===== src/rtl/pe_result_collector.sv =====
// Collects one result per PE and streams the frame out in PE order.
// Optional macro DOUT_LAST_EN adds a dout_last end-of-frame marker.
module pe_result_collector #(
    parameter int PE_NUM     = 8,
    parameter int DATA_WIDTH = 16
) (
    input  logic                           clk,
    input  logic                           rst,
    input  logic                           load,
    input  logic [PE_NUM-1:0]              pe_out_v,
    input  logic [PE_NUM*DATA_WIDTH*2-1:0] pe_out,
    input  logic                           dout_ready,
    output logic                           dout_overlay_v,
    output logic [DATA_WIDTH*2-1:0]        dout_overlay,
    output logic                           busy,
    output logic                           frame_done,
    output logic                           overflow
`ifdef DOUT_LAST_EN
    ,
    output logic                           dout_last
`endif
);

    localparam int WW = DATA_WIDTH * 2;
    localparam int IW = (PE_NUM > 1) ? $clog2(PE_NUM) : 1;
    localparam logic [IW-1:0] LAST = IW'(PE_NUM - 1);

    typedef enum logic {
        IDLE = 1'b0,
        SEND = 1'b1
    } state_t;

    state_t            state;
    logic [PE_NUM-1:0] got;
    logic [WW-1:0]     slot_buf [PE_NUM];
    logic [IW-1:0]     idx;

    always_ff @(posedge clk) begin
        if (rst) begin
            state      <= IDLE;
            got        <= '0;
            idx        <= '0;
            frame_done <= 1'b0;
            overflow   <= 1'b0;
            for (int i = 0; i < PE_NUM; i++) begin
                slot_buf[i] <= '0;
            end
        end else begin
            frame_done <= 1'b0;
            unique case (state)
                IDLE: begin
                    // First result per slot wins; repeats are flagged.
                    for (int i = 0; i < PE_NUM; i++) begin
                        if (pe_out_v[i]) begin
                            if (!got[i]) begin
                                slot_buf[i] <= pe_out[i*WW +: WW];
                                got[i]      <= 1'b1;
                            end else begin
                                overflow <= 1'b1;
                            end
                        end
                    end
                    if ((&got) || load) begin
                        state <= SEND;
                        idx   <= '0;
                    end
                end
                SEND: begin
                    if (|pe_out_v) begin
                        overflow <= 1'b1;
                    end
                    if (dout_ready) begin
                        if (idx == LAST) begin
                            state      <= IDLE;
                            got        <= '0;
                            idx        <= '0;
                            frame_done <= 1'b1;
                        end else begin
                            idx <= idx + 1'b1;
                        end
                    end
                end
                default: state <= IDLE;
            endcase
        end
    end

    // Slots never captured this frame read as zero, hiding stale data.
    assign dout_overlay_v = (state == SEND);
    assign busy           = (state == SEND);
    assign dout_overlay   = (state == SEND && got[idx]) ? slot_buf[idx] : '0;

`ifdef DOUT_LAST_EN
    assign dout_last = dout_overlay_v && (idx == LAST);
`endif

endmodule


===== config.mk =====
export PLATFORM = sky130hd
export DESIGN_NAME = pe_result_collector
export DESIGN_NICKNAME = d
export VERILOG_FILES = /design/src/rtl/pe_result_collector.sv
export SDC_FILE = /design/constraint.sdc
export NUM_CORES = 1
export LEC_CHECK = 0
export CORE_MARGIN = 2
export CORE_UTILIZATION = 64
export DETAILED_ROUTE_END_ITERATION = 10
export DONT_BUFFER_PORTS = 1
export PLACE_DENSITY = 0.84
export SKIP_CTS_REPAIR_TIMING = 1
export SYNTH_ARGS = -nofsm -noshare
export SYNTH_HDL_FRONTEND = slang
export SYNTH_SLANG_ARGS = --single-unit

===== constraint.sdc =====
create_clock -name clk -period 3.5 [get_ports clk]
set_input_delay 0.7 -clock clk [delete_from_list [all_inputs] [get_ports clk]]
set_output_delay 0.7 -clock clk [all_outputs]
set_load 0.01 [all_outputs]

==> summary.txt, run 1 <==
Status
  • Outcome: finished clean

CTS
  • CTS tree: built
  • Latest clock arrival within the worst-skew pair: 0.52 ns
  • TritonCTS sink count: 273
  • Clock-pin slew on the worst setup and hold paths: 0.06 ns
  • H-tree Lvls: 1
  • Root buf cell: clkbuf_16
  • CTS Buf Count: 27
  • Clock tree buffer depth: 3

Critical path
  • Worst path slowest cell: o22ai_4
  • Setup crit end kind: primary output
  • CP Data Required Time: 2.80 ns
  • Kind of critical path: flop to primary output
  • FF-to-FF path depth: 4
  • Critical-path maximum fanout: 25
  • Launch point of the worst reg-to-reg path: busy$_SDFF_PP0_
  • R2r setup slk: 1.09 ns
  • Worst Setup Start Kind: flop
  • Top delay family on crit path: compound AO/OA/AOI/OAI gates
  • Cells along the critical path: mux4_2 > o22ai_4 > buf_4 > nor3_1
  • Buf+Inv Stages, Crit Path: 1
  • CP peak stage delay: 0.65 ns
  • Worst reg2reg endpoint: slot_buf[5][24]$_SDFFCE_PN0P_
  • Crit path DAT: 2.60 ns

Yosys
  • Mux cell area share after synthesis: 0.146
  • Mapped cell area: 0.0124 sq mm
  • Syn avg cell area: 15.6 sq um
  • Synthesis Warnings: 0
  • Number of distinct library cells after synthesis: 39
  • Xor and xnor area share after synthesis: 0
  • Largest family of logic cells by synthesized area: simple AND/OR/NAND/NOR gates
  • #FFs+latches synth: 273
  • Async S/R FF share, synth: 0
  • Post-Synth Simple-Gate Area: 0.159
  • Syn nets: 1061
  • Synthesized-area fraction occupied by adder cells: 0.00202
  • Post-Syn Instances: 791
  • Post-synth EDFFs: 256
  • Most used flip-flop cell after synthesis: edfxtp_1
  • Seq/Total Area, Yosys: 0.649
  • Synth Area in Compound Gates: 0.0191

Routing
  • Routed len/inst: 28.4 um
  • DR DRC count: 0
  • ANT nets after route: 0
  • Routed WL: 30600 um
  • First drt pass iteration count: 5
  • Via count: 6840
  • Initial DRC Count: 453
  • Vias per std cell: 6.35

Power
  • Largest vdd supply drop: 0.434 mV
  • Leakage: 4.68 nW
  • Total chip power: 7.30 mW
  • PD cells: 539 mW/mm^2

STA
  • F_max: 0.303 GHz
  • Worst-Margin Slew: 1.27 ns
  • Worst Skew: 0.00621 ns
  • Period utilization: 0.942
  • Slew HR: 0.151
  • Setup_tns: 0 ns
  • Minimum clock period: 3.30 ns
  • Slew Viols, Final: 0
  • Setup violations, final: 0
  • RSZ-0062 raised after global routing: false
  • Final hold violation count: 0

Final layout
  • Final Non-Filler Cells: 1078
  • Ratio of cells with drive above 1 in the final layout: 0.173
  • Final #Nets: 1052
  • Layout area overhead: 9.43%
  • Final Util: 0.719
  • Fillers: 1150
  • Commonest non-fill, non-tap cell in the layout: edfxtp_1
  • Most frequent cells in the layout: edfxtp_1 (256), and2_1 (192), mux4_2 (65), nor2b_1 (65)

Placement
  • Final Wtd Congestion: 0.931
  • Hpwl dp: 21300 um
  • Port bufs: 0
  • Placed Cells: 1013

Die
  • Starting Density: 0.657
  • Die Span Y: 143 um
  • Core area: 0.0188 sq mm
  • Io pins: 304
  • Die X: 143 um
  • Die area: 0.0205 sq mm
  • FP Rows: 50

Min path
  • Tightest Hold Check Type: primary input to flop
  • Hold path startpoint: rst
  • WHS Path Cells: 1

Global routing
  • Antenna violations before repair: 15
  • Vias in the first global route: 7111
  • First-pass GRT wire length: 43500 um
  • Largest net degree at the start of global routing: 82
  • GRT Total Usage: 0.298
  • GRT overflow: 0

Run
  • Max-cap viol count: 0
==> registers in the layout, summed over array words and instances (netlist names), named ones only <==
register	flops
overflow	1
slot_buf	256
got	8
busy	1
idx	3
frame_done	1
==> where the power goes <==
| group | switching, mW | internal, mW | total, mW |
|---|---|---|---|
| Sequential | 0.0948 | 3.86 | 3.95 |
| Clock | 1.17 | 1.63 | 2.79 |
| Combinational | 0.321 | 0.231 | 0.552 |
| Total | 1.58 | 5.71 | 7.30 |
==> worst register-to-register path: stages (launching register included) <==
cell	delay [ns]
dfxtp_1	0.30
buf_4	0.24
or2_1	0.43
nor2_2	1.01
and2_1	0.30
==> logic make-up (layout without fill, tap and decap cells) <==
logic type | after synthesis | count (layout)
adders and majority gates | 2 | 2
AOI/OAI and AO/OA | 32 | 32
DFF | 273 | 273
muxes | 99 | 99
other | 0 | 18
and+or+nand+nor | 327 | 327
buffers and inverters | 58 | 67
==> final cells by class <==
class / instances / area (sq um) / area share
diodes: 18 / 45.0 / 0.00333
well taps: 260 / 325 / 0.0240
multi-input cells: 460 / 4140 / 0.305
clock inverters: 15 / 148 / 0.0109
inverters: 4 / 15.0 / 0.00111
repair buffers: 16 / 145 / 0.0107
flip-flops and latches: 273 / 8030 / 0.593
clock buffers: 32 / 694 / 0.0513
==> Yosys cell counts (2+ instances only) <==
cell type,count,area (sq um)
buf_6,3,33.8
nor2_1,9,33.8
a21oi_1,9,45.0
nand4_1,2,12.5
nand3_1,3,15.0
nor2_2,6,37.5
ha_1,2,25.0
nor3_1,32,160
o211ai_1,3,22.5
o21bai_1,8,60.1
mux4_2,65,1460
nand2b_1,8,50.1
inv_1,4,15.0
nand2_1,6,22.5
dfxtp_1,17,340
clkbuf_2,18,90.1
buf_4,8,60.1
buf_2,14,70.1
a31oi_1,3,18.8
nor2b_1,65,407
and2_1,192,1200
clkbuf_1,11,41.3
edfxtp_1,256,7690
mux2i_1,32,320
==> through the flow <==
stage	worst slack (ns)	hold slack [ns]	area (sq um)
after floorplan	0.698	0.460	12400
after global placement	0.817	0.482	12700
after detailed placement	0.798	0.503	12700
after CTS	0.234	0.235	13500
after global routing	0.122	0.243	13500
final	0.205	0.266	13500
==> metal layers <==
metal / wire, um / track usage / vias to the layer above
met1: 10700 / 0.360 / 3402
met5: 0 / 0 / -
met2: 15600 / 0.513 / 428
met4: 1040 / 0.107 / 0
li1: - / - / 2941
met3: 3290 / 0.0879 / 69
==> worst max path at each step <==
| stage | startpoint | to | slack, ns | depth (start not counted) |
|---|---|---|---|---|
| after floorplan | busy$_SDFF_PP0_ | slot_buf[6][0]$_SDFFCE_PP0P_ | 0.70 | 4 |
| after global placement | flop | dout_overlay[7] | 0.82 | 5 |
| after detailed placement | flop | dout_overlay[7] | 0.80 | 5 |
| after CTS | idx[1]$_SDFFE_PP0P_ | dout_overlay[13] | 0.23 | 4 |
| after global routing | flop | dout_overlay[16] | 0.12 | 5 |
| final | idx[1]$_SDFFE_PP0P_ | dout_overlay[13] | 0.20 | 4 |
(Power assumes the default switching activity.)
==> inputs of run 2 (changes only) <==
- ABC_AREA: not set -> 1
==> summary.txt, run 2 <==
Critical path
  • Kind of critical path: flop to primary output
  • Setup crit end kind: primary output
  • FF-to-FF path depth: 4
  • Cells along the critical path: buf_4 > nor2_1 > o21ai_0 > nand3_1 > nand2_1 > nor2_1
  • Worst setup path endpoint: dout_overlay[18]
  • Worst reg2reg endpoint: slot_buf[6][28]$_SDFFCE_PP0P_
  • Critical Path Most Common Cell: nor2_1
  • R2r setup slk: 1.32 ns
  • Worst path slowest cell: buf_4
  • CP peak stage delay: 0.63 ns
  • Launch point of the worst reg-to-reg path: busy$_SDFF_PP0_
  • Critical-path maximum fanout: 64
  • CP Data Required Time: 2.80 ns
  • Worst Setup Start Kind: flop
  • Crit path DAT: 2.28 ns

STA
  • Slew HR: 0.252
  • Minimum clock period: 2.98 ns
  • Setup_tns: 0 ns
  • Worst hold margin: 0.235 ns
  • Period utilization: 0.851
  • F_max: 0.336 GHz
  • Worst Skew: 0.00768 ns
  • Slew Viols, Final: 0
  • Worst-Margin Slew: 1.12 ns
  • Setup violations, final: 0
  • RSZ-0062 raised after global routing: false
  • Final hold violation count: 0

Power
  • PD cells: 528 mW/mm^2
  • Switch Pwr: 1.84 mW
  • Comb power frac: 0.098
  • Leakage: 6.55 nW
  • Clock share of power: 0.374
  • Pint: 5.64 mW
  • Largest vdd supply drop: 0.405 mV
  • Reg power frac: 0.528
  • Sw frac: 0.246

Yosys
  • Number of distinct library cells after synthesis: 25
  • Share of the synthesized area in the top cell type: 0.582
  • #FFs+latches synth: 273
  • Most used flip-flop cell after synthesis: edfxtp_1
  • Cell taking the most area after synthesis: edfxtp_1
  • Most frequent cell after synthesis: nor2_1
  • Syn nets: 1785
  • Commonest cells post-synth: nor2_1 (554), inv_1 (285), edfxtp_1 (256)
  • Seq/Total Area, Yosys: 0.608
  • Mapped cell area: 0.0132 sq mm
  • Async S/R FF share, synth: 0
  • Syn avg cell area: 8.71 sq um
  • Post-Syn Instances: 1515
  • Post-synth EDFFs: 256
  • Area contributors post-synth: edfxtp_1 (58%), nor2_1 (16%), inv_1 (8.1%)
  • Synthesis Warnings: 0

Die
  • Die Span Y: 148 um
  • FP Rows: 52
  • Die X: 148 um
  • Die area: 0.0218 sq mm
  • Starting Density: 0.652
  • Core area: 0.0202 sq mm
  • Io pins: 304

Routing
  • DR DRC count: 0
  • Initial DRC Count: 1136
  • Vias per std cell: 5.72
  • Routed len/inst: 20.3 um
  • First drt pass iteration count: 8
  • Routed WL: 36000 um
  • ANT nets after route: 0
  • Via count: 10.2k

CTS
  • Root buf cell: clkbuf_16
  • Clock tree buffer depth: 3
  • Latest clock arrival within the worst-skew pair: 0.53 ns
  • TritonCTS sink count: 273
  • CTS Buf Count: 27
  • CTS tree: built
  • Clock-pin slew on the worst setup and hold paths: 0.06 ns
  • H-tree Lvls: 1

Final layout
  • Top reg by flops: slot_buf
  • Max reg flops: 256
  • Final #Nets: 1757
  • Ratio of cells with drive above 1 in the final layout: 0.0537
  • Layout area overhead: 7.35%
  • Final instance area: 0.0142 sq mm
  • Most frequent cells in the layout: nor2_1 (554), inv_1 (285), edfxtp_1 (256), o21ai_0 (113), nand2_1 (92)
  • Fillers: 1512
  • Largest regs: slot_buf x256, got x8, idx x3
  • Final Util: 0.700
  • Commonest non-fill, non-tap cell in the layout: nor2_1

Placement
  • Area after DPL: 0.0133 sq mm
  • Hpwl dp: 24700 um
  • Final Wtd Congestion: 0.934
  • Port bufs: 0

Min path
  • Hold path startpoint: rst
  • Tightest Hold Check Type: primary input to flop

Global routing
  • GRT Total Usage: 0.330
  • Antenna violations before repair: 1
  • First-pass GRT wire length: 54600 um
  • Largest net degree at the start of global routing: 74
  • GRT overflow: 0
  • Vias in the first global route: 9979

Run
  • Max-cap viol count: 0

Status
  • Outcome: finished clean
-- run 2: changes by cell type after synthesis, sizes merged, moves of 8 or more --
cell,before,now
o21bai,8,0
mux4,65,0
buf,25,54
and2,192,0
inv,4,288
nand3,3,79
nand2b,8,0
nand2,6,92
nor2b,65,0
nor2,15,557
nor3,32,1
mux2i,32,0
o21ai,0,130
-- run 2: cells by family after synthesis --
logic type                 synth area share
and+or+nand+nor                       0.219
adders and majority gates           0.00190
AOI/OAI and AO/OA                    0.0532
DFF                                   0.608
buffers and inverters                 0.118
-- run 2: critical path: cells and delay by family (launching register included) --
| kind | cells | cell delay (ns) |
|---|---|---|
| AO/OA/AOI/OAI | 1 | 0.22 |
| buffers and inverters | 1 | 0.63 |
| flip-flops | 1 | 0.33 |
| AND/OR/NAND/NOR | 4 | 0.52 |
-- run 2: power groups by stage --
stage | clock network (mW) | logic [mW] | registers (mW)
floorplan | 0 | 0.526 | 3.98
global placement | 0 | 0.705 | 4.00
detailed placement | 0 | 0.724 | 4.01
CTS | 2.81 | 0.728 | 3.94
global route | 2.95 | 0.817 | 3.96
finish | 2.79 | 0.736 | 3.95
-- run 2: final cells by class --
cell class	instances	area (sq um)	share of cell area
Sequential cell	273	8030	0.567
Multi-Input combinational cell	874	3670	0.259
Inverter	288	1080	0.0764
Clock buffer	36	759	0.0536
Tap cell	270	338	0.0238
Timing Repair Buffer	23	198	0.0140
Clock inverter	13	87.6	0.00618
Antenna cell	1	2.50	0.000177
-- run 2: layer usage --
metal  wire, um  part of all wire  GRT usage
met1      13200              0.37      0.446
met5          0                 0          0
met2      17000              0.47      0.528
met4       1850             0.051      0.151
met3       3990              0.11     0.0599
-- run 2: through the flow --
stage               instances  setup slack, ns  total power, mW
floorplan                1515            0.718             4.50
global placement         1728             1.16             4.71
detailed placement       1728             1.12             4.73
CTS                      1777            0.560             7.48
global route             1778            0.401             7.73
finish                   1778            0.521             7.48
-- run 2: worst min-delay path by stage --
stage	slack, ns	cells past startpoint	to
after global placement	0.48	2	overflow$_SDFFE_PP0P_
after floorplan	0.47	2	overflow$_SDFFE_PP0P_
final	0.24	1	overflow$_SDFFE_PP0P_
after global routing	0.21	1	frame_done$_SDFF_PP0_
after detailed placement	0.50	2	overflow$_SDFFE_PP0P_
after CTS	0.23	1	frame_done$_SDFF_PP0_
